[src/rtl/ld_rs.sv]
// rtl/ld_rs.sv - reservation station for the LD unit: dispatch, CDB wakeup, in-order-by-index issue, free on completion
module ld_rs #(
    parameter int         NUM_ENTRIES = 4,
    parameter logic [5:0] RS_BASE     = 6'd8
) (
    input  logic        clk,
    input  logic        rst_n,
    input  logic        disp_valid,
    input  logic [3:0]  disp_op,
    input  logic        disp_rdy0,
    input  logic [5:0]  disp_tag0,
    input  logic [15:0] disp_val0,
    input  logic        disp_rdy1,
    input  logic [5:0]  disp_tag1,
    input  logic [15:0] disp_val1,
    output logic [5:0]  disp_tag,
    output logic        full,
    input  logic        cdb_valid,
    input  logic [5:0]  cdb_tag,
    input  logic [15:0] cdb_data,
    output logic        ld_valid,
    output logic [5:0]  ld_rs_num,
    output logic [3:0]  ld_op,
    output logic [15:0] ld_val0,
    output logic [15:0] ld_val1,
    input  logic        ld_busy,
    input  logic        done_valid,
    input  logic [5:0]  done_rs_num
);
    localparam int IW = (NUM_ENTRIES > 1) ? $clog2(NUM_ENTRIES) : 1;

    typedef enum logic [1:0] {S_FREE, S_WAIT, S_READY, S_ISSUED} state_t;

    state_t      st     [NUM_ENTRIES];
    state_t      st_nxt [NUM_ENTRIES];
    logic [3:0]  e_op   [NUM_ENTRIES];
    logic        e_rdy0 [NUM_ENTRIES];
    logic        e_rdy1 [NUM_ENTRIES];
    logic [5:0]  e_tag0 [NUM_ENTRIES];
    logic [5:0]  e_tag1 [NUM_ENTRIES];
    logic [15:0] e_val0 [NUM_ENTRIES];
    logic [15:0] e_val1 [NUM_ENTRIES];
    logic        hit0   [NUM_ENTRIES];
    logic        hit1   [NUM_ENTRIES];

    logic          free_found, rdy_found, disp_we, issue;
    logic [IW-1:0] free_idx, rdy_idx;
    logic          d_rdy0, d_rdy1;
    logic [15:0]   d_val0, d_val1;

    // Dispatch-time operands, including a same-cycle CDB bypass
    always_comb begin
        d_rdy0 = disp_rdy0 || (cdb_valid && cdb_tag == disp_tag0);
        d_rdy1 = disp_rdy1 || (cdb_valid && cdb_tag == disp_tag1);
        d_val0 = disp_rdy0 ? disp_val0 : cdb_data;
        d_val1 = disp_rdy1 ? disp_val1 : cdb_data;
    end

    always_comb begin
        free_found = 1'b0;
        free_idx   = '0;
        rdy_found  = 1'b0;
        rdy_idx    = '0;
        for (int i = 0; i < NUM_ENTRIES; i++) begin
            hit0[i] = cdb_valid && (st[i] == S_WAIT) && !e_rdy0[i] && (e_tag0[i] == cdb_tag);
            hit1[i] = cdb_valid && (st[i] == S_WAIT) && !e_rdy1[i] && (e_tag1[i] == cdb_tag);
            if (!free_found && st[i] == S_FREE) begin
                free_found = 1'b1;
                free_idx   = IW'(i);
            end
            if (!rdy_found && st[i] == S_READY) begin
                rdy_found = 1'b1;
                rdy_idx   = IW'(i);
            end
        end
        full     = !free_found;
        disp_tag = free_found ? RS_BASE + 6'(free_idx) : RS_BASE;
        disp_we  = disp_valid && free_found;
        issue    = !ld_busy && !ld_valid && rdy_found;
    end

    // Per-entry lifecycle; each transition acts only on entries in its own state
    always_comb begin
        for (int i = 0; i < NUM_ENTRIES; i++) begin
            st_nxt[i] = st[i];
            case (st[i])
                S_FREE:   if (disp_we && free_idx == IW'(i))
                              st_nxt[i] = (d_rdy0 && d_rdy1) ? S_READY : S_WAIT;
                S_WAIT:   if ((e_rdy0[i] || hit0[i]) && (e_rdy1[i] || hit1[i]))
                              st_nxt[i] = S_READY;
                S_READY:  if (issue && rdy_idx == IW'(i))
                              st_nxt[i] = S_ISSUED;
                S_ISSUED: if (done_valid && done_rs_num == RS_BASE + 6'(i))
                              st_nxt[i] = S_FREE;
                default:  st_nxt[i] = S_FREE;
            endcase
        end
    end

    always_ff @(posedge clk or negedge rst_n) begin
        if (!rst_n) begin
            for (int i = 0; i < NUM_ENTRIES; i++) st[i] <= S_FREE;
        end else begin
            for (int i = 0; i < NUM_ENTRIES; i++) st[i] <= st_nxt[i];
        end
    end

    always_ff @(posedge clk or negedge rst_n) begin
        if (!rst_n) begin
            for (int i = 0; i < NUM_ENTRIES; i++) begin
                e_op[i]   <= '0;
                e_rdy0[i] <= 1'b0;
                e_rdy1[i] <= 1'b0;
                e_tag0[i] <= '0;
                e_tag1[i] <= '0;
                e_val0[i] <= '0;
                e_val1[i] <= '0;
            end
        end else begin
            for (int i = 0; i < NUM_ENTRIES; i++) begin
                if (disp_we && free_idx == IW'(i)) begin
                    e_op[i]   <= disp_op;
                    e_rdy0[i] <= d_rdy0;
                    e_rdy1[i] <= d_rdy1;
                    e_tag0[i] <= disp_tag0;
                    e_tag1[i] <= disp_tag1;
                    e_val0[i] <= d_val0;
                    e_val1[i] <= d_val1;
                end else begin
                    if (hit0[i]) begin
                        e_rdy0[i] <= 1'b1;
                        e_val0[i] <= cdb_data;
                    end
                    if (hit1[i]) begin
                        e_rdy1[i] <= 1'b1;
                        e_val1[i] <= cdb_data;
                    end
                end
            end
        end
    end

    always_ff @(posedge clk or negedge rst_n) begin
        if (!rst_n) begin
            ld_valid  <= 1'b0;
            ld_rs_num <= '0;
            ld_op     <= '0;
            ld_val0   <= '0;
            ld_val1   <= '0;
        end else begin
            ld_valid <= issue;
            if (issue) begin
                ld_rs_num <= RS_BASE + 6'(rdy_idx);
                ld_op     <= e_op[rdy_idx];
                ld_val0   <= e_val0[rdy_idx];
                ld_val1   <= e_val1[rdy_idx];
            end
        end
    end
endmodule
[config.mk]
export PLATFORM = sky130hd
export DESIGN_NAME = ld_rs
export DESIGN_NICKNAME = d
export VERILOG_FILES = /design/src/rtl/ld_rs.sv
export SDC_FILE = /design/constraint.sdc
export NUM_CORES = 1
export LEC_CHECK = 0
export CAP_MARGIN = 20
export CORE_MARGIN = 4
export CORE_UTILIZATION = 30
export CTS_CLUSTER_SIZE = 14
export DETAILED_ROUTE_END_ITERATION = 10
export GPL_ROUTABILITY_DRIVEN = 0
export PLACE_DENSITY = 0.58
export SKIP_CTS_REPAIR_TIMING = 1
export SLEW_MARGIN = 30
export SYNTH_ARGS = -nofsm -noshare
export SYNTH_HDL_FRONTEND = slang
export SYNTH_SLANG_ARGS = --single-unit
[constraint.sdc]
create_clock -name clk -period 3.4 [get_ports clk]
set_clock_uncertainty 0.2 [all_clocks]
set_input_delay 0.51 -clock clk [delete_from_list [all_inputs] [get_ports clk]]
set_output_delay 0.51 -clock clk [all_outputs]
set_load 0.005 [all_outputs]
# Word level (Yosys, flattened, before mapping)
# Index checks and enable logic that the tools add are counted.
[word_totals]
register_bits = 251
latch_bits = 0
ram_bits = 0
mem_bits_ro = 0
inputBits = 84
elab_cells = 261
memories = 0
[op_classes]
n_addsub = 2
n_mul = 0
div = 0
n_lt_le_gt_ge = 1
n_eq_ne = 48
shift = 0
muxes = 79
bitwise_logic = 1
n_reduce_logical = 93
[op_table]
columns = ["op", "n"]
rows = [
  ["$mux W16", 22],
  ["$bmux W16 S2", 2],
  ["$eq A6 B6 Y1", 10],
  ["$logic_and A1 B1 Y1", 48],
  ["$mux W2", 21],
  ["$pmux W2 S4", 4],
  ["$mux W1", 26],
  ["$eq A2 B2 Y1 const B", 12],
  ["$eq A6 B4 Y1 const B", 4],
  ["$ne A2 B1 Y1 const B", 12],
  ["$logic_not A1 Y1", 17],
  ["$reduce_and A4 Y1", 4],
  ["$reduce_bool A2 Y1", 8],
  ["$eq A2 B1 Y1 const B", 6],
  ["$logic_not A2 Y1", 6],
  ["$add A4 B2 Y5 const A", 2],
  ["$logic_or A1 B1 Y1", 10],
  ["$bmux W4 S2", 1],
  ["$mux W4", 2],
  ["$ne A2 B2 Y1 const B", 4],
  ["$mux W5", 1],
  ["$ge A3 B3 Y1 const B", 1],
  ["$not A2 Y3", 1],
]

# Longest topological paths before layout
# Gate-level depths: netlist (run 1).
[logic_depth]
ltp_word = 15
depth_mapped = 10

# Worst setup path after synthesis (run 1)
# No wires, ideal clock.
[synth_timing]
path_type = "reg2reg"
start = "register st[6] (netlist name)"
end = "register st[0] (netlist name)"
setup_time_ps = 128
arrival_time_ps = 2429
path_slack_ps = 643
path_stages_with_launch = 10
n_path_buf = 2
period_less_slack_ps = 2757
path_cell_list = "dfrtp_1 inv_1 ha_1 buf_6 or3b_4 or2_1 buf_6 a221o_1 a221oi_4 mux2_1"
[synth_via]
elab_chain_cells = 15
[synth_lines]
columns = ["item", "line_no", "text"]
rows = [
  ["start, declared", "34", "state_t st [NUM_ENTRIES];"],
  ["$eq A2 B2 Y1 or $logic_not A2 Y1 (tied branches)", "71, 67", ""],
  ["$mux W1, on equally long branches", "71, 67", ""],
  ["$logic_not A1 Y1, on equally long branches", "71, 67", ""],
  ["$logic_and A1 B1 Y1, on equally long branches", "71, 67", ""],
  ["$mux W1, on equally long branches", "71, 67", ""],
  ["$logic_not A1 Y1, on equally long branches", "71, 67", ""],
  ["$logic_and A1 B1 Y1, on equally long branches", "71, 67", ""],
  ["$mux W1, on equally long branches", "71, 67", ""],
  ["$logic_not A1 Y1, on equally long branches", "71, 67", ""],
  ["$logic_and A1 B1 Y1, on equally long branches", "71, 67", ""],
  ["$mux W2 (tied with other cells)", "71", "if (!rdy_found && st[i] == S_READY) begin"],
  ["$eq A2 B2 Y1 (tied with other cells)", "91", "S_READY: if (issue && rdy_idx == IW'(i))"],
  ["$logic_and A1 B1 Y1, on equally long branches", "91, 87", ""],
  ["$ne A2 B1 Y1 (no line)", "n/a", ""],
  ["$reduce_and A4 Y1 (no line) (*)", "n/a", ""],
]
# Every way passes the cells marked *; elsewhere a longest branch is shown, timed or not.
# A chain may end at the register's enable or synchronous reset.

# Final worst setup path (run 1)
[layout_timing]
start = "register st[6] (netlist name)"
end = "output port full"
[layout_via]
elab_chain_cells = 12
[layout_lines]
columns = ["item", "line_no", "text"]
rows = [
  ["$logic_not A2 Y1 (*)", "67", "if (!free_found && st[i] == S_FREE) begin"],
  ["$mux W1 (*)", "67", ""],
  ["$logic_not A1 Y1", "67", ""],
  ["$logic_and A1 B1 Y1", "67", ""],
  ["$mux W1 (*)", "67", ""],
  ["$logic_not A1 Y1", "67", ""],
  ["$logic_and A1 B1 Y1", "67", ""],
  ["$mux W1 (*)", "67", ""],
  ["$logic_not A1 Y1", "67", ""],
  ["$logic_and A1 B1 Y1", "67", ""],
  ["$mux W1 (*)", "67", ""],
  ["$logic_not A1 Y1 (*)", "76", "full = !free_found;"],
  ["end, declared", "17", "output logic full,"],
]
# Marked as above.

==> results of run 1 <==
-- per-stage QoR --
| stage | std cells | instance area (um2) | utilization | hold WS, ns |
|---|---|---|---|---|
| final | 1862 | 15080 | 0.3857 | 0.2762 |
| after global routing | 1862 | 15080 | 0.3857 | 0.2985 |
| after CTS | 1861 | 15070 | 0.3855 | -0.2282 |
| after detailed placement | 1809 | 14130 | 0.3613 | 0.2625 |
| after global placement | 1809 | 14130 | 0.3613 | 0.2564 |
| after floorplan | 1188 | 12010 | - | 0.01441 |
-- state kept, by name (all words and copies together), names as in the netlist --
signal	count
e_op	16
e_rdy0	4
e_rdy1	4
e_tag0	24
e_tag1	24
e_val0	64
e_val1	64
ld_op	4
ld_rs_num	3
ld_val0	16
ld_val1	16
ld_valid	1
st	8
-- worst paths after layout --
path,slack (ns),depth (start not counted),end
setup / recovery,0.20,4,full
hold / removal,0.28,2,e_op[3]
setup reg to reg,0.54,9,ld_val0[3]
hold reg to reg,0.28,2,e_op[3]
max in group asynchronous,1.68,3,e_val0[40]
min in group asynchronous,0.37,2,e_op[15]
-- worst max-delay path: stages (launching register included) --
cell                              delay (ns)
sky130_fd_sc_hd__dfrtp_1                0.41
sky130_fd_sc_hd__inv_1                  0.10
sky130_fd_sc_hd__ha_1                   0.31
sky130_fd_sc_hd__nor4_1                 0.52
sky130_fd_sc_hd__clkdlybuf4s50_1        0.60
-- cell usage in the layout, fill, tap and decap left out, types with 9 or more instances in the layout --
cell type,instances
sky130_fd_sc_hd__mux2_1,19
sky130_fd_sc_hd__nor3_1,10
sky130_fd_sc_hd__nor4_1,9
sky130_fd_sc_hd__mux2i_1,25
sky130_fd_sc_hd__nor2_1,95
sky130_fd_sc_hd__nand2_1,152
sky130_fd_sc_hd__a32oi_1,32
sky130_fd_sc_hd__o22ai_1,33
sky130_fd_sc_hd__clkdlybuf4s50_1,125
sky130_fd_sc_hd__clkbuf_16,28
sky130_fd_sc_hd__inv_1,34
sky130_fd_sc_hd__a21oi_1,58
sky130_fd_sc_hd__nor2b_1,9
sky130_fd_sc_hd__clkbuf_1,10
sky130_fd_sc_hd__o21ai_0,86
sky130_fd_sc_hd__xor2_1,56
sky130_fd_sc_hd__o21ai_1,11
sky130_fd_sc_hd__a222oi_1,30
sky130_fd_sc_hd__buf_4,58
sky130_fd_sc_hd__a22oi_1,64
sky130_fd_sc_hd__ha_1,17
sky130_fd_sc_hd__dfrtp_1,248
sky130_fd_sc_hd__mux2_2,40
sky130_fd_sc_hd__a31oi_1,13
-- layer usage --
layer | vias to the layer above | global-route usage
met5 | - | 0
met4 | 2 | 0.03692
met3 | 51 | 0.03389
met2 | 369 | 0.2725
met1 | 4909 | 0.2548
li1 | 4543 | -
-- power groups by stage --
stage,clock [mW],sequential (mW),combinational [mW]
floorplan,0,5.03,3.99
global placement,0,5.18,6.24
detailed placement,0,5.22,6.34
CTS,3.13,5.19,6.37
global route,3.26,5.36,7.00
finish,3.07,5.20,6.33
-- final cells by class --
type / count / area share
Clock inverter: 8 / 0.008131
Clock buffer: 44 / 0.05443
Tap cell: 518 / 0.04298
Multi-Input combinational cell: 819 / 0.3541
Inverter: 35 / 0.008712
Timing Repair Buffer: 190 / 0.1201
Sequential cell: 248 / 0.4115
-- kinds of logic after synthesis --
kind of cell	share of synthesized area
compound gates	0.1933
xor+xnor	0.04383
fa+ha+maj	0.01774
buf+inv	0.04279
flops	0.5176
mux	0.07629
other cells	0.0006264
simple gates	0.1078
==> results summary, run 1 <==
In the post-synthesis netlist, the biggest area contributors are sky130_fd_sc_hd__dfrtp_1 (52%), sky130_fd_sc_hd__nand2_1 (4.8%), sky130_fd_sc_hd__xor2_1 (4.1%). The worst hold path belongs to the class reg -> reg. The share of layout cells above drive strength 1 came out at 0.1205. The multi-input combinational cell area is 5340 um2.

Setup repair after global routing left no endpoint under its margin. The number of antenna violations at the first check in global routing came to 1. The number of cells produced by synthesis is 1183. The startpoint identified for the worst hold timing path is e_op[3]. The number of distinct library cells after synthesis is 53. The smallest setup slack after layout came out at 0.1968 ns. The starting density of the core is 0.3066. The total met3 wirelength after detailed routing is 2745 um.

The sequential area share after synthesis came out at 0.5176. For this run, the total global-route usage over all layers was measured as 0.1748. TritonCTS created 28 clock buffers.

After synthesis, the most frequently instantiated cells are sky130_fd_sc_hd__dfrtp_1 (248), sky130_fd_sc_hd__nand2_1 (152), sky130_fd_sc_hd__nor2_1 (96). The max-slew violation count is 0. The aggregate negative setup slack is 0 ns. The launch point of the critical path is st[6]. The final period demand of the worst path is 3.203 ns. The most used flip-flop cell after synthesis is sky130_fd_sc_hd__dfrtp_1. The synthesized area per cell came out at 10.13 um2. Of the total power, combinational logic draws 0.434. The worst register-to-register path begins at st[6]. The area occupied by registers is 6206 um2. The number of H-tree branching levels is 1.

Internal power comes to 9.150 mW. The critical setup path kind is reg -> out. Of the total power, the clock network draws 0.210. The die covers 43230 um2. The number of top-level design ports came out at 134. The share of power burned in registers came out at 0.356. The design draws 14.60 mW.

The count of antenna diodes in the layout came out at 0. Max-cap violations in this run came to 0. Clock-pin slew was measured on the worst setup and hold paths at 0.06 ns. The largest total area in the synthesized netlist belongs to sky130_fd_sc_hd__dfrtp_1.

The worst setup path is captured at a primary output. The largest fanout of any net on the critical path is 9. The die height came out at 207.9 um. The yosys synthesis warning count came out at 0. The TritonCTS clock tree is built.

In the post-synthesis netlist, the cell with the most instances is sky130_fd_sc_hd__dfrtp_1. The run finished with clean final reports. The count of standard-cell rows came out at 72. The number of clock sinks is 248. The ratio of total power to cell area came out at 968.4 nW/um2. The count of buffers added on input and output ports is 126. The mapped cell area is 11990 um2. The count of final setup violators is 0. The via count of the first global-routing pass came out at 9904. In this run the tightest slew margin relative to its limit is 0.5149. The register bit count reported by yosys came out at 248. The share of flip-flops with an asynchronous set or reset after synthesis is 1.000. The first global-routing pass estimated 61220 um of wire. From left edge to right edge, the die measures 207.9 um. The final wirelength is 39190 um. After detailed routing, the number of vias per cell comes to 5.303. The number of hold violations in the final report came out at 0. The share of the synthesized area in the top cell type is 0.5176. The leftover overflow at the end of global routing is 0. STA classifies the critical path startpoint as a flop. The DRC violation count after routing is 0.

The net switching power figure is 5.454 mW. The total leakage power came out at 6.611 nW. The switching power as a share of total power is 0.3735. The part of the cycle the worst path needs is 0.9421.

The worst-margin pin slew came out at 0.7250 ns. The post-layout net count is 1423. The area added between synthesis and finish is 25.79%.

The pre-antenna-repair detailed-routing pass consisted of 7 iterations. The number of nets with antenna violations after detailed routing is 0. The via count came out at 9874. The total routed wire length on the met1 layer came out at 17830 um.

Fill cells in the final layout number 3846. The required arrival time at the worst endpoint is 2.69 ns. Across the VDD grid, the largest voltage drop is 0.4901 mV.

In this run the deepest clock path goes through 3 buffers. Clock tree synthesis selected as its root buffer the cell sky130_fd_sc_hd__clkbuf_16. The highest routed metal layer is met5. The mean routed wirelength per cell came out at 21.05 um. The post-placement worst setup slack came out at 0.3130 ns. The starting DRC count in detailed routing is 910.

The placed wire-length estimate came out at 26480 um. The insertion delay to the later sink of the worst-skew pair is 0.55 ns. Entering global routing, the biggest net connects 86 pins. The maximum clock frequency is 312.2 MHz. The placeable core area came out at 39100 um2.

The critical path arrival came out at 2.49 ns. After detailed routing, the met2 layer carries 17870 um of wire. The number of enable flip-flop cells after synthesis is 0.
Power figures use the tool's default switching activity.
==> inputs of run 2 (changes only) <==
--- a/config.mk
+++ b/config.mk
@@ -5,6 +5,7 @@
 export SDC_FILE = /design/constraint.sdc
 export NUM_CORES = 1
 export LEC_CHECK = 0
+export ABC_CLOCK_PERIOD_IN_PS = 3400
 export CAP_MARGIN = 20
 export CORE_MARGIN = 4
 export CORE_UTILIZATION = 30
@@ -13,6 +14,7 @@
 export GPL_ROUTABILITY_DRIVEN = 0
 export PLACE_DENSITY = 0.58
 export SKIP_CTS_REPAIR_TIMING = 1
+export SKIP_LAST_GASP = 1
 export SLEW_MARGIN = 30
 export SYNTH_ARGS = -nofsm -noshare
 export SYNTH_HDL_FRONTEND = slang
==> results of run 2 <==
No change in the layout: final DEF, timing and power equal those of run 1.
